File: src/rtl/shop_pkg.sv
// shop_pkg: shared types and constants for the shop command controller.
//   state_t  - controller FSM states
//   cmd_t    - decoded command tokens
//   CMD_*    - packed-ASCII command strings (right-aligned, zero-padded)
//   RSP_*    - packed-ASCII response strings
//   PERM_*   - user permission encoding
package shop_pkg;

  localparam int unsigned STR_W = 72;
  typedef logic [STR_W-1:0] str_t;

  typedef enum logic [2:0] {
    S_CMD, S_USER, S_PASS, S_PERM, S_ITEM, S_QTY
  } state_t;

  typedef enum logic [2:0] {
    C_NONE, C_LOGOUT, C_LOGIN, C_ADDUSR, C_DELUSR, C_ADDITEM, C_DELITEM, C_BUY
  } cmd_t;

  localparam str_t CMD_LOGOUT  = str_t'("Logout");
  localparam str_t CMD_LOGIN   = str_t'("Login");
  localparam str_t CMD_ADDUSR  = str_t'("AddUsr");
  localparam str_t CMD_DELUSR  = str_t'("DelUsr");
  localparam str_t CMD_ADDITEM = str_t'("AddItem");
  localparam str_t CMD_DELITEM = str_t'("DelItem");
  localparam str_t CMD_BUY     = str_t'("Buy");

  localparam str_t RSP_CMD       = str_t'("Cmd?");
  localparam str_t RSP_USRNAME   = str_t'("Usrname?");
  localparam str_t RSP_PASSWD    = str_t'("Passwd?");
  localparam str_t RSP_PERM      = str_t'("Perm?");
  localparam str_t RSP_ITEM      = str_t'("Item?");
  localparam str_t RSP_QTY       = str_t'("Qty?");
  localparam str_t RSP_OK        = str_t'("OK");
  localparam str_t RSP_INVALCMD  = str_t'("InvalCmd");
  localparam str_t RSP_INVALPERM = str_t'("InvalPerm");
  localparam str_t RSP_USRUNKNWN = str_t'("UsrUnknwn");
  localparam str_t RSP_USRTAKEN  = str_t'("UsrTaken");
  localparam str_t RSP_FULL      = str_t'("Full");
  localparam str_t RSP_NODELADMN = str_t'("NoDelAdmn");
  localparam str_t RSP_BADPASS   = str_t'("BadPass");
  localparam str_t RSP_ITMUNKNWN = str_t'("ItmUnknwn");
  localparam str_t RSP_NOSTOCK   = str_t'("NoStock");

  localparam str_t TOK_PERM_ADMIN = str_t'("A");

  localparam logic PERM_BUYER = 1'b0;
  localparam logic PERM_ADMIN = 1'b1;

  function automatic cmd_t decode_cmd(input str_t tok);
    cmd_t c;
    c = C_NONE;
    if (tok == CMD_LOGOUT)  c = C_LOGOUT;
    if (tok == CMD_LOGIN)   c = C_LOGIN;
    if (tok == CMD_ADDUSR)  c = C_ADDUSR;
    if (tok == CMD_DELUSR)  c = C_DELUSR;
    if (tok == CMD_ADDITEM) c = C_ADDITEM;
    if (tok == CMD_DELITEM) c = C_DELITEM;
    if (tok == CMD_BUY)     c = C_BUY;
    return c;
  endfunction

endpackage

File: src/rtl/shop_if.sv
// shop_if: token/response bus between the token front end and shop_ctrl.
//   i_rdy/i_tok            - token valid and token (front end -> controller)
//   o_msg/o_msg_vld        - response string and its one-cycle qualifier
//   o_user/o_logged_in     - session status
// modport master: front end side; modport slave: controller side.
interface shop_if
  import shop_pkg::*;
#(
  parameter int unsigned TOK_W  = STR_W,
  parameter int unsigned USER_W = 2
);
  logic              i_rdy;
  logic [TOK_W-1:0]  i_tok;
  logic [TOK_W-1:0]  o_msg;
  logic              o_msg_vld;
  logic [USER_W-1:0] o_user;
  logic              o_logged_in;

  modport master (output i_rdy, i_tok, input o_msg, o_msg_vld, o_user, o_logged_in);
  modport slave  (input i_rdy, i_tok, output o_msg, o_msg_vld, o_user, o_logged_in);
endinterface

File: src/rtl/shop_table.sv
// shop_table: small associative table of {valid, key, data} slots.
//   i_key               - lookup key; o_hit/o_hit_idx give the lowest matching slot
//   o_free_idx/o_full   - lowest empty slot and all-slots-used flag
//   o_data              - data of every slot (read by index in the parent)
//   i_wr/i_wr_*         - synchronous slot write (sets valid)
//   i_clr/i_clr_idx     - synchronous slot free
// Reset empties the table, optionally preloading slot 0.
module shop_table #(
  parameter int unsigned DEPTH    = 4,
  parameter int unsigned KEY_W    = 72,
  parameter int unsigned DATA_W   = 8,
  parameter bit          PRELOAD  = 1'b0,
  parameter logic [KEY_W-1:0]  PRE_KEY  = '0,
  parameter logic [DATA_W-1:0] PRE_DATA = '0,
  localparam int unsigned IDX_W = (DEPTH > 1) ? $clog2(DEPTH) : 1
) (
  input  logic                          i_clk,
  input  logic                          i_reset,
  input  logic [KEY_W-1:0]              i_key,
  output logic                          o_hit,
  output logic [IDX_W-1:0]              o_hit_idx,
  output logic [IDX_W-1:0]              o_free_idx,
  output logic                          o_full,
  output logic [DEPTH-1:0][DATA_W-1:0]  o_data,
  input  logic                          i_wr,
  input  logic [IDX_W-1:0]              i_wr_idx,
  input  logic [KEY_W-1:0]              i_wr_key,
  input  logic [DATA_W-1:0]             i_wr_data,
  input  logic                          i_clr,
  input  logic [IDX_W-1:0]              i_clr_idx
);

  logic [DEPTH-1:0]             r_valid;
  logic [DEPTH-1:0][KEY_W-1:0]  r_key;
  logic [DEPTH-1:0][DATA_W-1:0] r_data;

  always_ff @(posedge i_clk or posedge i_reset) begin
    if (i_reset) begin
      r_valid <= '0;
      r_key   <= '0;
      r_data  <= '0;
      if (PRELOAD) begin
        r_valid[0] <= 1'b1;
        r_key[0]   <= PRE_KEY;
        r_data[0]  <= PRE_DATA;
      end
    end else begin
      if (i_clr) r_valid[i_clr_idx] <= 1'b0;
      if (i_wr) begin
        r_valid[i_wr_idx] <= 1'b1;
        r_key[i_wr_idx]   <= i_wr_key;
        r_data[i_wr_idx]  <= i_wr_data;
      end
    end
  end

  // A zero key never matches, so empty/zero tokens cannot alias a slot.
  always_comb begin
    o_hit      = 1'b0;
    o_hit_idx  = '0;
    o_free_idx = '0;
    o_full     = 1'b1;
    for (int unsigned i = 0; i < DEPTH; i++) begin
      if (!o_hit && r_valid[i] && (r_key[i] == i_key) && (i_key != '0)) begin
        o_hit     = 1'b1;
        o_hit_idx = IDX_W'(i);
      end
      if (o_full && !r_valid[i]) begin
        o_full     = 1'b0;
        o_free_idx = IDX_W'(i);
      end
    end
  end

  assign o_data = r_data;

endmodule

File: src/rtl/shop_ctrl.sv
// shop_ctrl: shop command FSM; owns login, permission and stock state.
//   i_clk, i_reset - clock, asynchronous active-high reset
//   bus (slave)    - i_rdy/i_tok token input, o_msg/o_msg_vld response,
//                    o_user/o_logged_in session status
// One response per accepted token, registered on the accepting edge.
module shop_ctrl
  import shop_pkg::*;
#(
  parameter int unsigned TOK_W     = 72,
  parameter int unsigned MAX_USERS = 4,
  parameter int unsigned MAX_ITEMS = 8,
  parameter int unsigned STOCK_W   = 8,
  parameter logic [TOK_W-1:0] ADMIN_NAME = TOK_W'("Adm"),
  parameter logic [TOK_W-1:0] ADMIN_PW   = TOK_W'("Pw0")
) (
  input  logic   i_clk,
  input  logic   i_reset,
  shop_if.slave  bus
);

  localparam int unsigned UW  = $clog2(MAX_USERS);
  localparam int unsigned IW  = $clog2(MAX_ITEMS);
  localparam int unsigned UDW = TOK_W + 1;

  state_t             r_state, w_state;
  cmd_t               r_cmd, w_cmd_lat, w_cmd;
  logic [UW-1:0]      r_uidx, w_uidx;
  logic [IW-1:0]      r_iidx, w_iidx;
  logic               r_item_new, w_item_new;
  logic [TOK_W-1:0]   r_name, w_name;
  logic [TOK_W-1:0]   r_pw, w_pw;
  logic [TOK_W-1:0]   r_msg, w_msg;
  logic               r_msg_vld;
  logic [UW-1:0]      r_user, w_user;
  logic               r_logged_in, w_logged_in;

  logic                           w_u_hit, w_u_full, w_u_wr, w_u_clr;
  logic [UW-1:0]                  w_u_hit_idx, w_u_free_idx, w_u_clr_idx;
  logic [MAX_USERS-1:0][UDW-1:0]  w_u_data;
  logic [UDW-1:0]                 w_u_wr_data;

  logic                              w_i_hit, w_i_full, w_i_wr, w_i_clr;
  logic [IW-1:0]                     w_i_hit_idx, w_i_free_idx, w_i_clr_idx;
  logic [MAX_ITEMS-1:0][STOCK_W-1:0] w_i_data;
  logic [STOCK_W-1:0]                w_i_wr_data;

  logic [STOCK_W-1:0] w_stock, w_qty, w_sat;
  logic [STOCK_W:0]   w_sum;
  logic               w_is_admin, w_tok_zero;

  shop_table #(
    .DEPTH(MAX_USERS), .KEY_W(TOK_W), .DATA_W(UDW), .PRELOAD(1'b1),
    .PRE_KEY(ADMIN_NAME), .PRE_DATA({ADMIN_PW, PERM_ADMIN})
  ) u_users (
    .i_clk(i_clk), .i_reset(i_reset), .i_key(bus.i_tok),
    .o_hit(w_u_hit), .o_hit_idx(w_u_hit_idx), .o_free_idx(w_u_free_idx),
    .o_full(w_u_full), .o_data(w_u_data),
    .i_wr(w_u_wr), .i_wr_idx(w_u_free_idx), .i_wr_key(r_name), .i_wr_data(w_u_wr_data),
    .i_clr(w_u_clr), .i_clr_idx(w_u_clr_idx)
  );

  shop_table #(
    .DEPTH(MAX_ITEMS), .KEY_W(TOK_W), .DATA_W(STOCK_W), .PRELOAD(1'b0),
    .PRE_KEY('0), .PRE_DATA('0)
  ) u_items (
    .i_clk(i_clk), .i_reset(i_reset), .i_key(bus.i_tok),
    .o_hit(w_i_hit), .o_hit_idx(w_i_hit_idx), .o_free_idx(w_i_free_idx),
    .o_full(w_i_full), .o_data(w_i_data),
    .i_wr(w_i_wr), .i_wr_idx(r_iidx), .i_wr_key(r_name), .i_wr_data(w_i_wr_data),
    .i_clr(w_i_clr), .i_clr_idx(w_i_clr_idx)
  );

  // Upper bits beyond the packed-string width must be zero for a command match.
  assign w_cmd = (bus.i_tok == TOK_W'(str_t'(bus.i_tok))) ? decode_cmd(str_t'(bus.i_tok)) : C_NONE;
  assign w_tok_zero = (bus.i_tok == '0);
  assign w_is_admin = r_logged_in && (w_u_data[r_user][0] == PERM_ADMIN);

  // New items count from zero; AddItem saturates at the stock ceiling.
  assign w_stock = r_item_new ? '0 : w_i_data[r_iidx];
  assign w_qty   = bus.i_tok[STOCK_W-1:0];
  assign w_sum   = {1'b0, w_stock} + {1'b0, w_qty};
  assign w_sat   = w_sum[STOCK_W] ? '1 : w_sum[STOCK_W-1:0];

  always_comb begin
    w_state     = r_state;
    w_cmd_lat   = r_cmd;
    w_uidx      = r_uidx;
    w_iidx      = r_iidx;
    w_item_new  = r_item_new;
    w_name      = r_name;
    w_pw        = r_pw;
    w_msg       = r_msg;
    w_user      = r_user;
    w_logged_in = r_logged_in;
    w_u_wr      = 1'b0;
    w_u_wr_data = {r_pw, PERM_BUYER};
    w_u_clr     = 1'b0;
    w_u_clr_idx = w_u_hit_idx;
    w_i_wr      = 1'b0;
    w_i_wr_data = w_sat;
    w_i_clr     = 1'b0;
    w_i_clr_idx = w_i_hit_idx;

    if (bus.i_rdy) begin
      w_state = S_CMD;
      unique case (r_state)
        S_CMD: begin
          w_cmd_lat = w_cmd;
          w_state   = S_CMD;
          unique case (w_cmd)
            C_NONE:  w_msg = TOK_W'(RSP_INVALCMD);
            C_LOGIN: begin
              w_state = S_USER;
              w_msg   = TOK_W'(RSP_USRNAME);
            end
            C_LOGOUT: begin
              if (r_logged_in) begin
                w_logged_in = 1'b0;
                w_user      = '0;
                w_msg       = TOK_W'(RSP_OK);
              end else begin
                w_msg = TOK_W'(RSP_INVALPERM);
              end
            end
            C_BUY: begin
              if (r_logged_in) begin
                w_state = S_ITEM;
                w_msg   = TOK_W'(RSP_ITEM);
              end else begin
                w_msg = TOK_W'(RSP_INVALPERM);
              end
            end
            default: begin
              if (!w_is_admin) begin
                w_msg = TOK_W'(RSP_INVALPERM);
              end else if (w_cmd == C_ADDUSR || w_cmd == C_DELUSR) begin
                w_state = S_USER;
                w_msg   = TOK_W'(RSP_USRNAME);
              end else begin
                w_state = S_ITEM;
                w_msg   = TOK_W'(RSP_ITEM);
              end
            end
          endcase
        end

        S_USER: begin
          w_name = bus.i_tok;
          unique case (r_cmd)
            C_LOGIN: begin
              if (w_u_hit) begin
                w_uidx  = w_u_hit_idx;
                w_state = S_PASS;
                w_msg   = TOK_W'(RSP_PASSWD);
              end else begin
                w_msg = TOK_W'(RSP_USRUNKNWN);
              end
            end
            C_ADDUSR: begin
              if (w_tok_zero)    w_msg = TOK_W'(RSP_USRUNKNWN);
              else if (w_u_hit)  w_msg = TOK_W'(RSP_USRTAKEN);
              else if (w_u_full) w_msg = TOK_W'(RSP_FULL);
              else begin
                w_state = S_PASS;
                w_msg   = TOK_W'(RSP_PASSWD);
              end
            end
            C_DELUSR: begin
              if (bus.i_tok == ADMIN_NAME) w_msg = TOK_W'(RSP_NODELADMN);
              else if (!w_u_hit)           w_msg = TOK_W'(RSP_USRUNKNWN);
              else begin
                w_u_clr = 1'b1;
                w_msg   = TOK_W'(RSP_OK);
                if (r_logged_in && r_user == w_u_hit_idx) begin
                  w_logged_in = 1'b0;
                  w_user      = '0;
                end
              end
            end
            default: w_msg = TOK_W'(RSP_INVALCMD);
          endcase
        end

        S_PASS: begin
          if (r_cmd == C_ADDUSR) begin
            w_pw    = bus.i_tok;
            w_state = S_PERM;
            w_msg   = TOK_W'(RSP_PERM);
          end else if (bus.i_tok == w_u_data[r_uidx][UDW-1:1]) begin
            w_logged_in = 1'b1;
            w_user      = r_uidx;
            w_msg       = TOK_W'(RSP_OK);
          end else begin
            w_msg = TOK_W'(RSP_BADPASS);
          end
        end

        S_PERM: begin
          w_u_wr      = 1'b1;
          w_u_wr_data = {r_pw, (bus.i_tok == TOK_W'(TOK_PERM_ADMIN)) ? PERM_ADMIN : PERM_BUYER};
          w_msg       = TOK_W'(RSP_OK);
        end

        S_ITEM: begin
          w_name = bus.i_tok;
          if (r_cmd == C_ADDITEM) begin
            if (w_tok_zero) begin
              w_msg = TOK_W'(RSP_ITMUNKNWN);
            end else if (w_i_hit || !w_i_full) begin
              w_iidx     = w_i_hit ? w_i_hit_idx : w_i_free_idx;
              w_item_new = !w_i_hit;
              w_state    = S_QTY;
              w_msg      = TOK_W'(RSP_QTY);
            end else begin
              w_msg = TOK_W'(RSP_FULL);
            end
          end else if (!w_i_hit) begin
            w_msg = TOK_W'(RSP_ITMUNKNWN);
          end else if (r_cmd == C_DELITEM) begin
            w_i_clr = 1'b1;
            w_msg   = TOK_W'(RSP_OK);
          end else begin
            w_iidx     = w_i_hit_idx;
            w_item_new = 1'b0;
            w_state    = S_QTY;
            w_msg      = TOK_W'(RSP_QTY);
          end
        end

        S_QTY: begin
          w_msg = TOK_W'(RSP_OK);
          if (r_cmd == C_ADDITEM) begin
            w_i_wr = 1'b1;
          end else if (w_qty > w_stock) begin
            w_msg = TOK_W'(RSP_NOSTOCK);
          end else if (w_qty != '0) begin
            w_i_wr      = 1'b1;
            w_i_wr_data = w_stock - w_qty;
          end
        end

        default: w_state = S_CMD;
      endcase
    end
  end

  always_ff @(posedge i_clk or posedge i_reset) begin
    if (i_reset) begin
      r_state     <= S_CMD;
      r_cmd       <= C_NONE;
      r_uidx      <= '0;
      r_iidx      <= '0;
      r_item_new  <= 1'b0;
      r_name      <= '0;
      r_pw        <= '0;
      r_msg       <= TOK_W'(RSP_CMD);
      r_msg_vld   <= 1'b0;
      r_user      <= '0;
      r_logged_in <= 1'b0;
    end else begin
      r_state     <= w_state;
      r_cmd       <= w_cmd_lat;
      r_uidx      <= w_uidx;
      r_iidx      <= w_iidx;
      r_item_new  <= w_item_new;
      r_name      <= w_name;
      r_pw        <= w_pw;
      r_msg       <= w_msg;
      r_msg_vld   <= bus.i_rdy;
      r_user      <= w_user;
      r_logged_in <= w_logged_in;
    end
  end

  assign bus.o_msg       = r_msg;
  assign bus.o_msg_vld   = r_msg_vld;
  assign bus.o_user      = r_user;
  assign bus.o_logged_in = r_logged_in;

endmodule

File: src/flat_wrapper.sv
// flat-port wrapper written by rule: the top's interface ports become plain ports
module shop_ctrl_flat import shop_pkg::*;
#(
  parameter int unsigned TOK_W     = 72,
  parameter int unsigned MAX_USERS = 4,
  parameter int unsigned MAX_ITEMS = 8,
  parameter int unsigned STOCK_W   = 8,
  parameter logic [TOK_W-1:0] ADMIN_NAME = TOK_W'("   "),
  parameter logic [TOK_W-1:0] ADMIN_PW   = TOK_W'("   ")
)
  (i_clk, i_reset, bus_i_rdy, bus_i_tok, bus_o_msg, bus_o_msg_vld, bus_o_user, bus_o_logged_in);
  shop_if #(.TOK_W(TOK_W), .USER_W(2)) bus_i ();
  input  logic i_clk;
  input  logic i_reset;
  input wire logic [$bits(bus_i.i_rdy)-1:0] bus_i_rdy;
  input wire logic [$bits(bus_i.i_tok)-1:0] bus_i_tok;
  output wire logic [$bits(bus_i.o_msg)-1:0] bus_o_msg;
  output wire logic [$bits(bus_i.o_msg_vld)-1:0] bus_o_msg_vld;
  output wire logic [$bits(bus_i.o_user)-1:0] bus_o_user;
  output wire logic [$bits(bus_i.o_logged_in)-1:0] bus_o_logged_in;
  assign bus_i.i_rdy = bus_i_rdy;
  assign bus_i.i_tok = bus_i_tok;
  assign bus_o_msg = bus_i.o_msg;
  assign bus_o_msg_vld = bus_i.o_msg_vld;
  assign bus_o_user = bus_i.o_user;
  assign bus_o_logged_in = bus_i.o_logged_in;
  shop_ctrl #(.TOK_W(TOK_W), .MAX_USERS(MAX_USERS), .MAX_ITEMS(MAX_ITEMS), .STOCK_W(STOCK_W), .ADMIN_NAME(ADMIN_NAME), .ADMIN_PW(ADMIN_PW)) u_core (.i_clk(i_clk), .i_reset(i_reset), .bus(bus_i));
endmodule
File: config.mk
export PLATFORM = sky130hd
export DESIGN_NAME = shop_ctrl_flat
export DESIGN_NICKNAME = d
export VERILOG_FILES = /design/src/rtl/shop_pkg.sv /design/src/rtl/shop_if.sv /design/src/rtl/shop_table.sv /design/src/rtl/shop_ctrl.sv /design/src/flat_wrapper.sv
export SDC_FILE = /design/constraint.sdc
export NUM_CORES = 2
export LEC_CHECK = 0
export ABC_AREA = 1
export ABC_CLOCK_PERIOD_IN_PS = 17700
export BUFFER_PORTS_ARGS = -buffer_cell sky130_fd_sc_hd__buf_2
export CAP_MARGIN = 20
export CORE_ASPECT_RATIO = 0.7
export CORE_MARGIN = 2
export CORE_UTILIZATION = 45
export CTS_BUF_LIST = sky130_fd_sc_hd__clkbuf_4 sky130_fd_sc_hd__clkbuf_8
export DETAILED_ROUTE_END_ITERATION = 10
export PLACE_DENSITY_LB_ADDON = 0.05
export REMOVE_ABC_BUFFERS = 1
export SYNTH_ARGS = -nofsm -noshare
export SYNTH_HDL_FRONTEND = slang
export SYNTH_HIERARCHICAL = 1
export SYNTH_SLANG_ARGS = --single-unit
File: constraint.sdc
create_clock -name i_clk -period 17.7 [get_ports i_clk]
set_input_delay 0.885 -clock i_clk [delete_from_list [all_inputs] [get_ports i_clk]]
set_output_delay 0.885 -clock i_clk [all_outputs]
set_load 0.05 [all_outputs]
==> out/metrics.yaml <==
synth_sequential_area_ratio_pct: 48.7
routability_congestion_estimate: 1.04
grt_antenna_before_repair: 43
remaining_drc_errors: 0
drt_pass1_iterations: 7
met1_usage_pct: 61.3
ctsHtreeMaxLevel: 4
synth_top_area_share_pct: 48.0
postCtsSetupRepairBufs: 0
worst_setup_slack_after_placement_ps: 11500
ios: 151
num_vias: 71500
fmaxAchievable_mhz: 159
grt_start_max_net_pins: 171
crit_path_max_fanout: 104
placeableCoreArea_sq_um: 164000
yosysUniqueCellTypes: 67
tritoncts: "built"
layout.cells.non_filler: 12400
die_width_um: 490
ctsHoldBuffers: 1
powerDensity_nw_per_um2: 92.7
register_area_sq_um: 36300
worst_setup_path_type: "flop to flop"
die_area_sq_um: 169000
post-dp-hpwl_um: 251000
sequentialPowerShare_pct: 45.3
placed_instance_area_sq_um: 76900
crit_path_cell_trace: "inv_1 > o21ai_0 > o22ai_1 > o21ai_0 > a31oi_1 > ha_1 > inv_1 > nor4_1 > nand2_1 > nand2_1 > a21oi_1 > nor3_1 > inv_1 > nor2_1 > nand3_4 > buf_4 > o21ai_0"
detailedRoute.firstIterationViolations: 11800
startpoint_type: "flop"
final-hold-violation-count: 0
switching_fraction_of_total_power_pct: 30.2
multi_input_area_sq_um: 32200
worst_voltage_drop_across_the_vdd_grid_mv: 0.0763
highest_count_cells_in_the_layout_ignoring_fill_and_taps: "3,376 x sky130_fd_sc_hd__nand2_1, 1,544 x sky130_fd_sc_hd__o21ai_0, 1,425 x sky130_fd_sc_hd__dfrtp_1, 936 x sky130_fd_sc_hd__inv_1, 841 x sky130_fd_sc_hd__nor2_1"
final.setup_skew_ps: 60.3
slowest_cell_on_the_critical_path: "sky130_fd_sc_hd__dfrtp_1"
most_utilized_layer_in_the_global_route_result: "met1"
crit_arrival_ps: 7230
power_switching_mw: 2.30
synthesis.area_sq_um: 74400
count_of_synthesis_stage_warnings_from_yosys: 6
postLayoutSetupSlackWorst_ps: 11400
timing_worst_slew_pin_value_ps: 1280
clock_sink_count: 1448
final_area_sq_um: 82200
whs_ps: 167
worst_path_largest_cell_delay_ps: 980
leakagePower_nw: 38.9
synthesis.instances: 9963
placement_rows: 124
cts_made_buffers: 231
cp_data_required_time_ps: 18620
grt_overflow: 0
rsz0062_at_grt: "no"
drt.antenna.violating_nets: 0
area_delta_synth_final_pct: 10.4
run_status: "complete, no violations"
power.share.combinational_pct: 10.9
synth_area_leaders: "sky130_fd_sc_hd__dfrtp_1 48%, sky130_fd_sc_hd__nand2_1 17%, sky130_fd_sc_hd__o21ai_0 10%, sky130_fd_sc_hd__inv_1 4.7%, sky130_fd_sc_hd__nor2_1 4.2%"
power.share.clock_pct: 43.8
worst_path_dominant_cell_family: "simple AND/OR/NAND/NOR gates"
synth-seq-cells: 1448
final_layout_size_suffix_gt1_share_pct: 9.21
clock_insertion_delay_worst_skew_ps: 1040
detail_route.wl_per_cell_um: 29.0
power_report.internal_total_mw: 5.32
fp.dieH_um: 344
max_cap_violations: 0
worst_setup_hold_path_clk_slew_ps: 60
synthesis.area_per_instance_sq_um: 7.47
clock-root-buffer: "sky130_fd_sc_hd__clkbuf_8"
slew_headroom_pct: 14.3
drt-vias-per-instance: 5.75
global_route.usage.total_pct: 41.9
grt_pass1_wl_um: 498000
use_met3_pct: 17.4
final_max_slew_viol_count: 0
grt_pass1_vias: 63200
worst_hold_path_type: "primary input to flop"
mostFrequentLayoutCell: "sky130_fd_sc_hd__nand2_1"
setup_violations: 0
layout_worst_path_cycle_share_pct: 35.6
netlist.top_cell.by_area: "sky130_fd_sc_hd__dfrtp_1"
post_cts_resize_count: 0
io_buffer_count: 139
clock_path_buffers: 3
layout.filler_cells: 16500
post-route-min-period_ps: 6300
detail_route.wirelength_um: 360000
cp.buffers_inverters: 4
crit_path_end_kind: "flop"
grtUsageMet2_pct: 54.3
initial_core_util_pct: 45.4
nNetsFinal: 10100
placedCellCount: 12000
==> layout make-up <==
class	count	area share (%)
flip-flops and latches	1448	44.1
inverters	1020	4.74
clock inverters	41	0.642
repair buffers	277	2.20
well taps	2205	3.36
clock buffers	379	5.76
multi-input cells	7047	39.2
diodes	8	0.0244
==> layer usage <==
| layer | vias up | share of wire (%) |
|---|---|---|
| li1 | 31600 | - |
| met2 | 4549 | 38 |
| met4 | 14 | 4.0 |
| met5 | - | 0.034 |
| met3 | 641 | 16 |
| met1 | 34600 | 43 |
==> cells in the mapped netlist (all sizes together) <==
cell     instances
clkbuf         264
o211ai          16
dfrtp         1427
a211oi           2
buf            193
a21o             1
o21bai           1
o21ai         1569
o21a             1
a22oi            4
o2111ai          7
fa               2
a21oi          201
a21boi           3
a221oi           1
or2             15
and3             2
nand3          354
a41oi            1
xnor2          144
a22o             1
ha              17
inv           1003
o22ai           67
o31ai            3
and2             2
nand3b          25
clkinv          17
xor2            91
nand4           95
dfstp           21
mux2            41
o221ai           6
nor4             6
nand2         3402
a31oi           10
nor3            54
nor2           890
conb             2
nor3b            2
==> final timing paths <==
check,start,to,slack (ps),cells after the start
max,u_core/r_iidx[0],u_core/u_items/r_key[446],11400,17
min,bus_i_rdy,u_core/bus.o_msg_vld,170,1
max reg2reg,u_core/r_iidx[0],u_core/u_items/r_key[446],11400,17
min reg2reg,u_core/u_users/o_data[38],u_core/u_users/o_data[38],480,2
max in group asynchronous,i_reset,u_core/u_users/o_data[232],13030,7
min in group asynchronous,i_reset,u_core/r_name[62],570,3
==> worst reg2reg max path, delay by kind of cell (launching register included) <==
kind / cells / cell delay [ps]
simple gates: 6 / 2060
buf+inv: 4 / 1590
compound gates: 6 / 1190
flops: 1 / 980
fa+ha+maj: 1 / 420
==> sequential cells by signal, summed over array words and instances (netlist names) <==
name                    cells
u_core/r_iidx               3
u_core/u_items/r_key      576
u_core/r_item_new           1
u_core/r_state              3
u_core/u_items/o_data      64
u_core/u_users/r_valid      4
u_core/bus.o_user           2
u_core/u_items/r_valid      8
u_core/r_pw                72
u_core/r_cmd                3
u_core/bus.o_msg           56
u_core/u_users/r_key      288
u_core/u_users/o_data     292
u_core/r_name              72
u_core/bus.o_logged_in      1
u_core/bus.o_msg_vld        1
u_core/r_uidx               2
==> kinds of logic (layout without fill, tap and decap cells) <==
kind of cell / Yosys count / count (layout) / share of synthesized area [%]
and+or+nand+nor: 4847 / 4847 / 26.2
xor gates and xnor gates: 235 / 235 / 2.76
other: 2 / 19 / 0.0101
buffers and inverters: 1477 / 1717 / 8.27
AOI/OAI and AO/OA: 1894 / 1894 / 13.1
adders and majority gates: 19 / 19 / 0.340
muxes: 41 / 41 / 0.620
DFF: 1448 / 1448 / 48.7
==> through the flow <==
stage               total power [mW]  utilization (%)  setup TNS [ps]
finish                          7.62             50.2               0
global route                    7.79             50.2               0
CTS                             7.59             50.1               0
detailed placement              4.29             46.9               0
global placement                4.29             46.9               0
floorplan                       3.78                -         -868860
==> power by group through the flow <==
stage	clock network (mW)	logic (mW)	registers (mW)
2_1_floorplan	0	0.310	3.47
3_3_place_gp	0	0.785	3.50
3_5_place_dp	0	0.787	3.50
4_1_cts	3.36	0.790	3.44
5_1_grt	3.50	0.844	3.45
6_report	3.33	0.831	3.45
(Power assumes the default switching activity.)
